--- config.mk ---
export PLATFORM = sky130hd
export DESIGN_NAME = host_reg_bank
export DESIGN_NICKNAME = d
export VERILOG_FILES = /design/src/rtl/host_reg_bank.sv
export SDC_FILE = /design/constraint.sdc
export NUM_CORES = 1
export LEC_CHECK = 0
export BUFFER_PORTS_ARGS = -buffer_cell sky130_fd_sc_hd__buf_2
export CORE_AREA = 5 5 117 119
export CTS_CLUSTER_SIZE = 10
export DETAILED_ROUTE_END_ITERATION = 8
export DIE_AREA = 0 0 122 124
export GPL_ROUTABILITY_DRIVEN = 0
export PLACE_DENSITY_LB_ADDON = 0.15
export SYNTH_ARGS = -nofsm -noshare
export SYNTH_HDL_FRONTEND = slang
export SYNTH_SLANG_ARGS = --single-unit
--- constraint.sdc ---
create_clock -name clk_i -period 3.4 [get_ports clk_i]
set_clock_uncertainty 0.05 [all_clocks]
set_input_delay 0.34 -clock clk_i [delete_from_list [all_inputs] [get_ports clk_i]]
set_output_delay 0.34 -clock clk_i [all_outputs]
set_load 0.005 [all_outputs]
--- src/rtl/host_reg_bank.sv ---
// Host-bus register bank: ID/CTRL/STATUS/SCRATCH/counter registers and a byte FIFO
// behind a 4-bit address, 8-bit data single-cycle host bus.
module host_reg_bank #(
    parameter int unsigned DEPTH    = 8,
    parameter logic [7:0]  ID_VALUE = 8'hA5
) (
    input  logic       clk_i,
    input  logic       rst_ni,
    input  logic       sel_i,
    input  logic       wr_i,
    input  logic [3:0] addr_i,
    input  logic [7:0] wdata_i,
    output logic [7:0] rdata_o,
    output logic [7:0] ctrl_o,
    output logic       irq_o
);

    localparam int unsigned AW = (DEPTH > 1) ? $clog2(DEPTH) : 1;

    typedef enum logic [3:0] {
        A_ID      = 4'h0,
        A_CTRL    = 4'h1,
        A_STATUS  = 4'h2,
        A_FIFO_WR = 4'h3,
        A_FIFO_RD = 4'h4,
        A_LEVEL   = 4'h5,
        A_SCRATCH = 4'h6,
        A_WR_CNT  = 4'h7,
        A_ERR_CNT = 4'h8
    } addr_e;

    logic [7:0]    ctrl_q, ctrl_d;
    logic          ovf_q, ovf_d, udf_q, udf_d;
    logic [7:0]    scratch_q, scratch_d;
    logic [7:0]    wr_cnt_q, wr_cnt_d;
    logic [7:0]    err_cnt_q, err_cnt_d;
    logic [AW-1:0] wptr_q, wptr_d, rptr_q, rptr_d;
    logic [AW:0]   level_q, level_d;
    logic [7:0]    rdata_q, rdata_d;
    logic          irq_q;
    logic          push;
    logic [7:0]    mem_q [DEPTH];

    logic rd_acc, wr_acc, empty, full;

    assign rd_acc = sel_i & ~wr_i;
    assign wr_acc = sel_i & wr_i;
    assign empty  = (level_q == '0);
    assign full   = (level_q == (AW+1)'(DEPTH));

    always_comb begin
        ctrl_d    = ctrl_q;
        ovf_d     = ovf_q;
        udf_d     = udf_q;
        scratch_d = scratch_q;
        wr_cnt_d  = wr_cnt_q;
        err_cnt_d = err_cnt_q;
        wptr_d    = wptr_q;
        rptr_d    = rptr_q;
        level_d   = level_q;
        rdata_d   = rdata_q;
        push      = 1'b0;

        if (wr_acc && wr_cnt_q != 8'hFF) begin
            wr_cnt_d = wr_cnt_q + 8'd1;
        end
        if (sel_i && addr_i >= 4'h9 && err_cnt_q != 8'hFF) begin
            err_cnt_d = err_cnt_q + 8'd1;
        end

        if (wr_acc) begin
            case (addr_i)
                A_CTRL: begin
                    ctrl_d = wdata_i;
                    if (!wdata_i[0]) begin
                        wptr_d  = '0;
                        rptr_d  = '0;
                        level_d = '0;
                    end
                end
                A_STATUS: begin
                    if (wdata_i[2]) ovf_d = 1'b0;
                    if (wdata_i[3]) udf_d = 1'b0;
                end
                A_FIFO_WR: begin
                    if (ctrl_q[0]) begin
                        if (full) begin
                            ovf_d = 1'b1;
                        end else begin
                            push    = 1'b1;
                            wptr_d  = wptr_q + AW'(1);
                            level_d = level_q + (AW+1)'(1);
                        end
                    end
                end
                A_SCRATCH: scratch_d = wdata_i;
                default: ;
            endcase
        end

        // Every read reloads rdata; unmapped or write-only addresses read as zero.
        if (rd_acc) begin
            rdata_d = '0;
            case (addr_i)
                A_ID:      rdata_d = ID_VALUE;
                A_CTRL:    rdata_d = ctrl_q;
                A_STATUS:  rdata_d = {4'b0, udf_q, ovf_q, full, empty};
                A_FIFO_RD: begin
                    if (ctrl_q[0]) begin
                        if (empty) begin
                            udf_d = 1'b1;
                        end else begin
                            rdata_d = mem_q[rptr_q];
                            rptr_d  = rptr_q + AW'(1);
                            level_d = level_q - (AW+1)'(1);
                        end
                    end
                end
                A_LEVEL:   rdata_d = 8'(level_q);
                A_SCRATCH: rdata_d = scratch_q;
                A_WR_CNT:  rdata_d = wr_cnt_q;
                A_ERR_CNT: rdata_d = err_cnt_q;
                default:   rdata_d = '0;
            endcase
        end
    end

    always_ff @(posedge clk_i) begin
        if (!rst_ni) begin
            ctrl_q    <= '0;
            ovf_q     <= 1'b0;
            udf_q     <= 1'b0;
            scratch_q <= '0;
            wr_cnt_q  <= '0;
            err_cnt_q <= '0;
            wptr_q    <= '0;
            rptr_q    <= '0;
            level_q   <= '0;
            rdata_q   <= '0;
            irq_q     <= 1'b0;
        end else begin
            ctrl_q    <= ctrl_d;
            ovf_q     <= ovf_d;
            udf_q     <= udf_d;
            scratch_q <= scratch_d;
            wr_cnt_q  <= wr_cnt_d;
            err_cnt_q <= err_cnt_d;
            wptr_q    <= wptr_d;
            rptr_q    <= rptr_d;
            level_q   <= level_d;
            rdata_q   <= rdata_d;
            irq_q     <= ctrl_q[1] & (ovf_q | udf_q);
        end
    end

    // Storage needs no reset; occupancy is tracked by level/pointers alone.
    always_ff @(posedge clk_i) begin
        if (rst_ni && push) begin
            mem_q[wptr_q] <= wdata_i;
        end
    end

    assign rdata_o = rdata_q;
    assign ctrl_o  = ctrl_q;
    assign irq_o   = irq_q;

endmodule

# --- Word-level counts from Yosys, hierarchy flattened ---
# Memory sizes are Yosys's and may differ from the RTL's. A register that Yosys moved wholly into a read port is not among the register bits.
# Index checks and enable logic that the tools add are counted.
op_classes:
  n_bitwise: 5
  n_reduce_logical: 12
  n_eq_ne: 16
  n_addsub: 6
  order_cmp: 1
  muxes: 41
op_table:
  columns: ["cell", "n"]
  rows:
  - ["case mux 8 bit (8 select lines)", 1]
  - ["2-to-1 mux 3 bit", 11]
  - ["2-to-1 mux 4 bit", 8]
  - ["adder 8 x 1 -> 8 bit, second input constant", 2]
  - ["== test 4 x 3 -> 1 bit, second input constant", 4]
  - ["2-to-1 mux 1 bit", 16]
  - ["2-to-1 mux 8 bit", 2]
  - ["!= test 8 bit, second input constant", 2]
  - ["!= test 2 bit, second input constant", 5]
  - ["AND reduction 5 bit", 2]
  - ["== test 4 x 2 -> 1 bit, second input constant", 2]
  - ["== test 4 bit, second input constant", 2]
  - ["logical NOT 4 bit", 2]
  - ["case mux 4 bit (2 select lines)", 1]
  - ["adder 3 x 1 -> 3 bit, second input constant", 2]
  - ["case mux 3 bit (2 select lines)", 1]
  - ["adder 4 x 1 -> 4 bit, second input constant", 1]
  - ["== test 4 x 1 -> 1 bit, second input constant", 1]
  - ["greater-or-equal comparator 4 bit, second input constant", 1]
  - ["logical AND 1 bit", 4]
  - ["AND reduction 2 bit", 2]
  - ["nonzero test 2 bit", 2]
  - ["subtractor 4 x 1 -> 4 bit, second input constant", 1]
  - ["bitwise AND 1 bit", 3]
  - ["3 further kinds", 3]
word_totals:
  ramBits: 64
  ff_bits: 53
  memories: 1
  output_inout_bits: 17
  input_bits: 16
mem_list:
  columns: ["memory", "words", "word_bits", "read_ports", "rd_ports_with_merged_regs", "write_ports", "line_no", "rtl"]
  rows:
  - ["mem_q", 8, 8, 1, 1, 1, "42", "logic [7:0] mem_q [DEPTH];"]

# --- Longest topological paths before layout ---
depth:
  word_depth: 9
  mapped_depth: 6

# --- Worst setup path before layout ---
# No wires, ideal clock.
synth_path:
  kind: "input port to flip-flop"
  start: "input addr_i[1]"
  end: "memory mem_q[0][0] (enable)"
  n_path_buf: 2
  path_stages: 6
  arrival_ps: 1999
  setup_time_ps: 383
  path_slack_ps: 968
  cell_sequence: "clkbuf_1 buf_2 and4bb_2 and3_1 nand4b_1 nor3_1"
synth_between:
  elab_chain_len: 6
synth_lines:
  columns: ["item", "line_no", "rtl"]
  rows:
  - ["start, declared", "11", "input logic [3:0] addr_i,"]
  - ["== test 4 x 2 -> 1 bit", "72", "case (addr_i)"]
  - ["2-to-1 mux 1 bit", "72", null]
  - ["2-to-1 mux 1 bit", "71", "if (wr_acc) begin"]
  - ["logical AND 1 bit", "158", "if (rst_ni && push) begin"]
  - ["2-to-1 mux 1 bit", "158", null]
  - ["2-to-1 mux 1 bit (not written as such)", "159", "mem_q[wptr_q] <= wdata_i;"]
  - ["end, declared", "42", null]
# Every way passes these cells.

# --- Worst setup path in the final report ---
layout_path:
  start: "register level_q[0]"
  end: "memory mem_q[4][4] (enable)"
layout_between:
  elab_chain_len: 8
layout_lines:
  columns: ["item", "line_no", "rtl"]
  rows:
  - ["start, declared", "38", "logic [AW:0] level_q, level_d;"]
  - ["start signal, assigned", "150", "level_q <= level_d;"]
  - ["== test 4 bit", "49", "assign full = (level_q == (AW+1)'(DEPTH));"]
  - ["2-to-1 mux 1 bit", "87", "if (full) begin"]
  - ["2-to-1 mux 1 bit", "86", "if (ctrl_q[0]) begin"]
  - ["2-to-1 mux 1 bit", "72", null]
  - ["2-to-1 mux 1 bit", "71", null]
  - ["logical AND 1 bit", "158", null]
  - ["2-to-1 mux 1 bit", "158", null]
  - ["2-to-1 mux 1 bit (not written as such)", "159", null]
# Every way passes these cells.

==> flow_summary_export.csv <==
group,metric,value,unit
logic_synthesis,yosysWarnings,0,
final_layout,multi_input_area,0.00234,mm^2
logic_synthesis,syn_inst,468,
worst_setup_path,cp_max_fo,8,
clocking,clk_root_buffer_cell,"clkbuf_16",
clocking,tritoncts,"yes",
worst_setup_path,cp-start-kind,"flop",
grt,grt_pass1_vias,3808,
worst_setup_path,criticalPathCategory,"reg -> reg",
logic_synthesis,syn_area_per_cell,11.7,um^2
logic_synthesis,synth_area_leaders,"edfxtp_1, dfxtp_1, mux4_2",
run,maxCapViolCount,0,
timing,setup_tns,0,ns
timing,grt_setup_unrepaired,"no",
timing,tightest_slew,0.865,ns
power,leakagePower,2.22,nW
final_layout,antennaDiodeCount,0,
grt,grt_most_used_layer,"met2",
timing,setup_viol,0,
grt,antenna_found_initial,0,
worst_setup_path,r2r_setup_slack,0.90,ns
power,p_per_area,540,mW/mm^2
floorplan,die_area,0.0151,mm^2
floorplan,start_util,44.0,%
floorplan,die_y,124,um
timing,period_minus_slack,2.50,ns
logic_synthesis,synth_edf_count,64,
routing,viasPerCell,5.79,
logic_synthesis,yosysTopAreaCell,"edfxtp_1",
clocking,cts_buffers,17,
min_path,hold_path_class,"in -> reg",
clocking,ctsResizeCount,0,
clocking,clock_sinks,117,
floorplan,floorplan.rows,41,
final_layout,area_growth,16.5,%
clocking,htree_levels,4,
clocking,postCtsHoldBufs,0,
logic_synthesis,synthesis.nets,491,
worst_setup_path,crit_arrival,2.50,ns
routing,vias,3944,
final_layout,register_area,0.00298,mm^2
grt,grt_overflow,0,
floorplan,dieWidth,122,um
outcome,status,"finished clean",
logic_synthesis,seq_area_frac_synth,54.4,%
timing,finalHoldViolations,0,
place,dp.final_hpwl,10.1,mm
grt,grt_max_degree,29,
timing,max_slew_margin,42.3,%
worst_setup_path,required,3.40,ns
power,ir_drop,0.417,mV
min_path,holdCritStartpoint,"sel_i",
timing,fmax,400,MHz
final_layout,finalNonFillerCells,681,
floorplan,core,0.0125,mm^2
worst_setup_path,timing.rr.start,"level_q[0]",
logic_synthesis,synth.ff_latch_count,117,
timing,post-route-period-util,73.6,%
final_layout,nFillCells,1079,
grt,use_met1,28.8,%
timing,final_max_slew_viol_count,0,
routing,dr.pass1.iters,5,
grt,met2_usage,30.9,%
worst_setup_path,r2r_end,"mem_q[4][4]",
min_path,whs_endpoint,"level_q[0]",
routing,ant_nets,0,
logic_synthesis,ys.flop_type,"edfxtp_1",
logic_synthesis,yosysTopAreaCellShare,35.1,%
final_layout,layout-drive-gt1-share,19.8,%
logic_synthesis,ys_types,60,
routing,drt-total-wl,14.4,mm
place,port_buffers,32,
clocking,cts.clk_slew.worst_paths,0.05,ns
worst_setup_path,endpoint_kind,"flop",
clocking,post_cts_buffers,0,
routing,drtIter0Drc,413,
routing,wl_per_cell,21.1,um
clocking,clk_latency,0.41,ns
grt,grt_pass1_wl,22.4,mm
routing,drc,0,
clocking,cts_max_path_buffers,2,
final_layout,nNetsFinal,519,
logic_synthesis,syn_area,0.00548,mm^2
grt,grt_usage,20.4,%
logic_synthesis,async_reset_ff_share,0,%
min_path,min_path_cells,3,
place,dp.cells,649,
grt,use_met3,5.22,%
worst_setup_path,reg2reg_depth,6,
floorplan,ios,33,
## cells by family after synthesis
group / Yosys count / synth area share, %
simple gates: 166 / 16.4
flops: 117 / 54.4
compound gates: 89 / 11.7
mux: 42 / 11.4
buf+inv: 37 / 2.88
xor+xnor: 10 / 1.60
fa+ha+maj: 7 / 1.60
## synthesized netlist by cell type, types with 3 or more instances
cell and count:
edfxtp_1 64, dfxtp_1 53, nor2_1 40, nand2_1 30
mux2i_1 21, a21oi_1 19, nand3_1 17, clkbuf_1 16
mux4_2 16, nand2b_1 12, and2_1 11, nor2b_1 10
o211ai_1 10, o21ai_0 10, buf_2 9, a22oi_1 8
a32oi_1 7, ha_1 7, inv_1 7, nand4_1 7
o221a_2 6, xor2_1 6, a31oi_1 5, and3_1 5
mux2_2 5, nor3_1 4, or3_1 4, xnor2_1 4
buf_1 3, nor3b_1 3, nor4_1 3, nor4b_1 3
o311a_1 3, o31ai_1 3
## metal layers
metal / vias up / part of all wire [%]
met4: 0 / 1.6
met2: 131 / 47
li1: 1862 / -
met3: 15 / 5.9
met5: - / 0
met1: 1936 / 46
## how the worst max path moves through the flow
stage                    start           to  cells after the start
detailed placement   addr_i[1]  mem_q[4][0]                      5
finish              level_q[0]  mem_q[4][4]                      6
floorplan            addr_i[1]  mem_q[0][0]                      6
global route        level_q[0]  mem_q[4][4]                      6
global placement     addr_i[1]  mem_q[4][0]                      5
CTS                 level_q[0]  mem_q[4][4]                      6
## layout by cell type, fill, tap and decap left out, types with 6 or more instances in the layout
master     instances
nand4_1            7
o221a_2            6
a22oi_1            8
nand2_1           30
inv_1              7
edfxtp_1          64
nand2b_1          12
o21ai_0           10
nor2_1            40
nor2b_1           10
a21oi_1           19
nand3_1           17
xor2_1             6
ha_1               7
a32oi_1            7
and2_1            11
buf_4              7
mux4_2            16
clkbuf_16         17
dfxtp_1           53
o211ai_1          10
mux2i_1           21
buf_2             32
## through the flow
stage          util, %  worst slack, ns  power, mW  area (um^2)  hold WS, ns
2_1_floorplan        -            0.968       1.60         5480        0.382
3_3_place_gp      46.4            0.888       1.65         5780        0.394
3_5_place_dp      46.4            0.835       1.65         5780        0.397
4_1_cts           51.2            0.933       3.47         6380        0.225
5_1_grt           51.2            0.799       3.55         6380        0.246
6_report          51.2            0.898       3.45         6380        0.238
## worst max-delay path, cell delays in order (launching register included)
cell and delay [ns]:
dfxtp_1 0.49, inv_1 0.13, ha_1 0.25, nand3b_1 0.11
and3_1 0.25, nand4b_1 0.24, nor2_1 0.61
## state kept, by name, indices dropped and copies added, names as in the netlist
signal,flops
wr_cnt_q,8
rptr_q,3
ovf_q,1
ctrl_o,8
scratch_q,8
err_cnt_q,8
level_q,4
irq_o,1
udf_q,1
rdata_o,8
mem_q,64
wptr_q,3
## area by class of cell
cell class                 count  share of cell area [%]
clock buffer                  19                    6.78
clock inverter                13                    2.67
inverter                       7                   0.412
multi-input combinational    314                    36.7
sequential                   117                    46.7
tap                          172                    3.37
timing repair buffer          39                    3.33
## power breakdown
group / internal [mW] / total, mW / switching (mW)
combinational: 0.0334 / 0.122 / 0.0882
sequential: 1.49 / 1.50 / 0.00700
clock: 1.16 / 1.82 / 0.663
(Power assumes the default switching activity.)
